File: src/rtl/if_fetch.sv
// if_fetch: instruction fetch stage that streams ROM words through a prefetch FIFO to decode
module if_fetch #(
    parameter logic [31:0] RESET_PC = 32'h0000_0000,
    parameter int          DEPTH    = 4
) (
    input  logic        clk,
    input  logic        rst,
    output logic        rom_en_o,
    output logic [31:0] rom_addr_o,
    input  logic [31:0] rom_data_i,
    input  logic        jump_en_i,
    input  logic [31:0] jump_addr_i,
    output logic        inst_valid_o,
    input  logic        inst_ready_i,
    output logic [31:0] inst_o,
    output logic [31:0] inst_addr_o
);
    localparam int AW = $clog2(DEPTH);
    localparam logic [AW:0] FULL = DEPTH[AW:0];
    logic [31:0] pc;
    logic [31:0] mem_addr [DEPTH];
    logic [31:0] mem_inst [DEPTH];
    logic [AW-1:0] rd_ptr, wr_ptr;
    logic [AW:0] count;
    logic has, push, pop;
    assign has          = count != '0;
    assign inst_valid_o = has && !jump_en_i;
    assign pop          = inst_valid_o && inst_ready_i;
    // a pop frees the head slot in time for this cycle's write, so push is legal when full
    assign push         = rst && !jump_en_i && (count < FULL || pop);
    assign rom_en_o     = push;
    assign rom_addr_o   = pc & 32'hFFFF_FFFC;
    assign inst_o       = has ? mem_inst[rd_ptr] : '0;
    assign inst_addr_o  = has ? mem_addr[rd_ptr] : '0;
    always_ff @(posedge clk) begin
        if (push) begin
            mem_addr[wr_ptr] <= rom_addr_o;
            mem_inst[wr_ptr] <= rom_data_i;
        end
    end
    always_ff @(posedge clk) begin
        if (!rst) begin
            pc     <= RESET_PC;
            rd_ptr <= '0;
            wr_ptr <= '0;
            count  <= '0;
        end else if (jump_en_i) begin
            pc     <= jump_addr_i & 32'hFFFF_FFFC;
            rd_ptr <= '0;
            wr_ptr <= '0;
            count  <= '0;
        end else begin
            if (push) begin
                pc     <= rom_addr_o + 32'd4;
                wr_ptr <= wr_ptr + 1'b1;
            end
            if (pop) rd_ptr <= rd_ptr + 1'b1;
            if (push != pop) count <= push ? count + 1'b1 : count - 1'b1;
        end
    end
endmodule

File: config.mk
export PLATFORM = sky130hd
export DESIGN_NAME = if_fetch
export DESIGN_NICKNAME = d
export VERILOG_FILES = /design/src/rtl/if_fetch.sv
export SDC_FILE = /design/constraint.sdc
export NUM_CORES = 1
export LEC_CHECK = 0
export ABC_AREA = 1
export BUFFER_PORTS_ARGS = -buffer_cell sky130_fd_sc_hd__buf_4
export CORE_MARGIN = 10
export CORE_UTILIZATION = 52
export CTS_CLUSTER_DIAMETER = 150
export DETAILED_ROUTE_END_ITERATION = 6
export GPL_TIMING_DRIVEN = 0
export PLACE_DENSITY = 0.76
export SLEW_MARGIN = 20
export SYNTH_ARGS = -nofsm -noshare
export SYNTH_HDL_FRONTEND = slang
export SYNTH_SLANG_ARGS = --single-unit
File: constraint.sdc
create_clock -name clk -period 4.5 [get_ports clk]
set_input_delay 0.9 -clock clk [delete_from_list [all_inputs] [get_ports clk]]
set_output_delay 0.9 -clock clk [all_outputs]
set_load 0.01 [all_outputs]
==> results.md <==
- Area Growth Syn to Fin: 22.7%
- Via count: about 9,300
- Drt first pass iters: 5
- DP HPWL: around 22 mm
- Slew margin rel.: 50.0%
- Die Y: 173 µm
- Antenna cells: 0
- Min setup slack post-route: 996 ps
- FF+latch count, synth: around 290
- Post-placement setup slack: 1240 ps
- Synth warn: 0
- Clk root buf: clkbuf_16
- Port Buffers: between 150 and 200
- First-pass GRT wire length: 50.0 mm
- Die ar.: ~0.030 mm²
- Fill cells: approximately 1,800
- Period utilisation layout: 77.9%
- Synth Instances: 1,172
- Multi-input logic area: between 0.003 and 0.004 mm²
- Combinational share of power: 7.9%
- Cell Area, Synth: 0.0121 mm²
- Routed WL: 32.0 mm
- Area contributors post-synth: edfxtp_1 61%, nor2_1 10%, dfxtp_1 6.4%, o21ai_0 5.8%, nand2_1 3.9%
- Placement row count: 55
- Clock tree from TritonCTS: done
- Internal cell power: 4460 µW
- Clock power share: 39.5%
- Vias in the first global route: ~9,000
- Fin util: ~65%
- Critical Path Sink Type: output pin
- Crit Path Class: reg2out
- Cts hold-fix bufs: 0
- Post-synth EDFFs: 248
- Crit Path Max Fanout: 10
- Final #Nets: around 1,400
- Synth top area share: 61.4%
- HP Class: reg2reg
- Clk Latency, worst-skew pair: 540 ps
- Sink Count: around 290
- Clock Tree Buf Depth: 3
- Layout Skew: 11.1 ps
- Worst-margin pin slew: 748 ps
- PostCTS Resize Cnt: 0
- Syn avg cell area: 10.4 µm²
- Status: finished, final reports clean
- Distinct cells, synth: 37
- Postcts setup bufs: 0
- Max-slew violation count: 0
- Die X-Extent: 173 µm
- Vias/cell: 5.44
- Switching Share: 22.8%
- Max Cap Viol: 0
- Final cell count without fillers: 1,709
- Sw Pwr: approximately 1300 µW
- # DRC: 0
- Post-synthesis sequential area ratio: 67.8%
- Placer Congestion: 0.899
- Asr flop ratio synth: 0%
- Ys flop type: edfxtp_1
- Share of layout cells above drive strength 1: between 10% and 20%
- CTS H-Tree Depth: 1
- WL/cell: 18.7 µm
- Reg clk slew, reported paths: 60 ps
- Tmin final: 3500 ps
- Largest area contributor in the netlist: edfxtp_1
- Final setup vio count: 0
- Grt total ovfl: 0
- Core area: approximately 0.023 mm²
- RSZ-0062 raised after global routing: no
- Antenna-violating nets left: 0
- P_leak: 0.00545 µW
- Most common cell after layout, fill and taps aside: nor2_1
- Hold Fails Final Rpt: 0
- 1st-iter DRT viols: 974
- Cell area power density: 388 mW/mm²
- Worst path arrival time: approximately 2600 ps
- CP startpoint kind: flop
- Sequential share of power: 52.7%
- Largest net degree at the start of global routing: 24
- Max frequency: 285 MHz
- Placed cells: 1,657
- IO Pins: 166
- Antenna violations before repair: 0
- CP required: between 3000 and 4000 ps
- Initial Util: between 50% and 60%
- CTS buffer count: 28
- Total track usage: approximately a fifth
- FF+latch area: 0.00823 mm²
- Commonest non-fill, non-tap cells in the layout: 325 x nor2_1, 248 x edfxtp_1, 166 x buf_4
- Max IR drop VDD: 0.255 mV
[critical path, cell delays in order (launching register included)]
cell      delay, ps
dfxtp_1         310
clkbuf_1        450
inv_2           210
clkbuf_1        300
nor2_1          160
o21ai_0         100
a21oi_1         330
buf_4           200
[registers in the layout, indices dropped and copies added (netlist names), named ones only]
name / cells
mem_addr: 120
count: 3
rd_ptr: 2
pc: 30
wr_ptr: 2
mem_inst: 128
[per-stage QoR]
stage / total power, µW / TNS (ps) / area, µm² / hold WS [ps]
after floorplan: 3290 / -17110 / 12100 / 456
after global placement: 3530 / -563560 / 13700 / 480
after detailed placement: 3550 / 0 / 14000 / 484
after CTS: 5790 / 0 / 14900 / 500
after global routing: 5960 / 0 / 14900 / 541
final: 5770 / 0 / 14900 / 503
[area by class of cell]
type	count	area share, %
flip-flops and latches	287	55.2
repair buffers	169	9.61
multi-input cells	776	23.4
clock buffers	37	5.07
clock inverters	15	0.907
well taps	313	2.63
plain buffers	63	1.90
inverters	49	1.25
[power groups by stage]
| stage | logic [µW] | clock network (µW) | registers (µW) |
|---|---|---|---|
| 4_1_cts | 457 | 2290 | 3040 |
| 2_1_floorplan | 208 | 0 | 3080 |
| 5_1_grt | 502 | 2410 | 3050 |
| 3_5_place_dp | 454 | 0 | 3090 |
| 3_3_place_gp | 429 | 0 | 3100 |
| 6_report | 455 | 2280 | 3040 |
[logic make-up (layout without fill, tap and decap cells)]
kind of cell               after synthesis  after routing  synth area share, %
and+or+nand+nor                        502            502                 16.3
DFF                                    287            287                 67.8
AOI/OAI and AO/OA                      258            258                 10.9
buffers and inverters                  112            333                 3.87
adders and majority gates                6              6                0.680
xor gates and xnor gates                 6              6                0.433
other                                    1              4               0.0309
[final timing paths]
kind,startpoint,to,slack (ps),cells after the start
hold / removal,count[0],count[0],500,1
hold reg to reg,count[0],count[0],500,1
setup reg to reg,count[2],mem_inst[2][15],2220,6
setup / recovery,flop,inst_addr_o[16],1000,7
[synthesized netlist by cell type, types with 2 or more instances]
library cell,number
nor2_1,329
edfxtp_1,248
o21ai_0,141
nand2_1,127
a21oi_1,94
clkbuf_1,44
dfxtp_1,39
inv_1,39
nand3_1,32
buf_2,10
inv_2,8
o21ai_1,8
buf_4,7
a31oi_1,5
ha_1,5
xor2_1,5
o22ai_1,4
nand2_2,3
nand4_1,3
nor2_2,2
nor2_4,2
o211ai_1,2
[per-layer routing]
layer / routed length (µm) / vias up / global-route usage (%)
met1: 12900 / 4377 / 26.8
met2: 15200 / 436 / 34.1
li1: - / 4429 / -
met4: 798 / 0 / 5.89
met3: 3150 / 56 / 4.64
met5: 0 / - / 0
No activity file was read; power rests on OpenSTA's default activity.
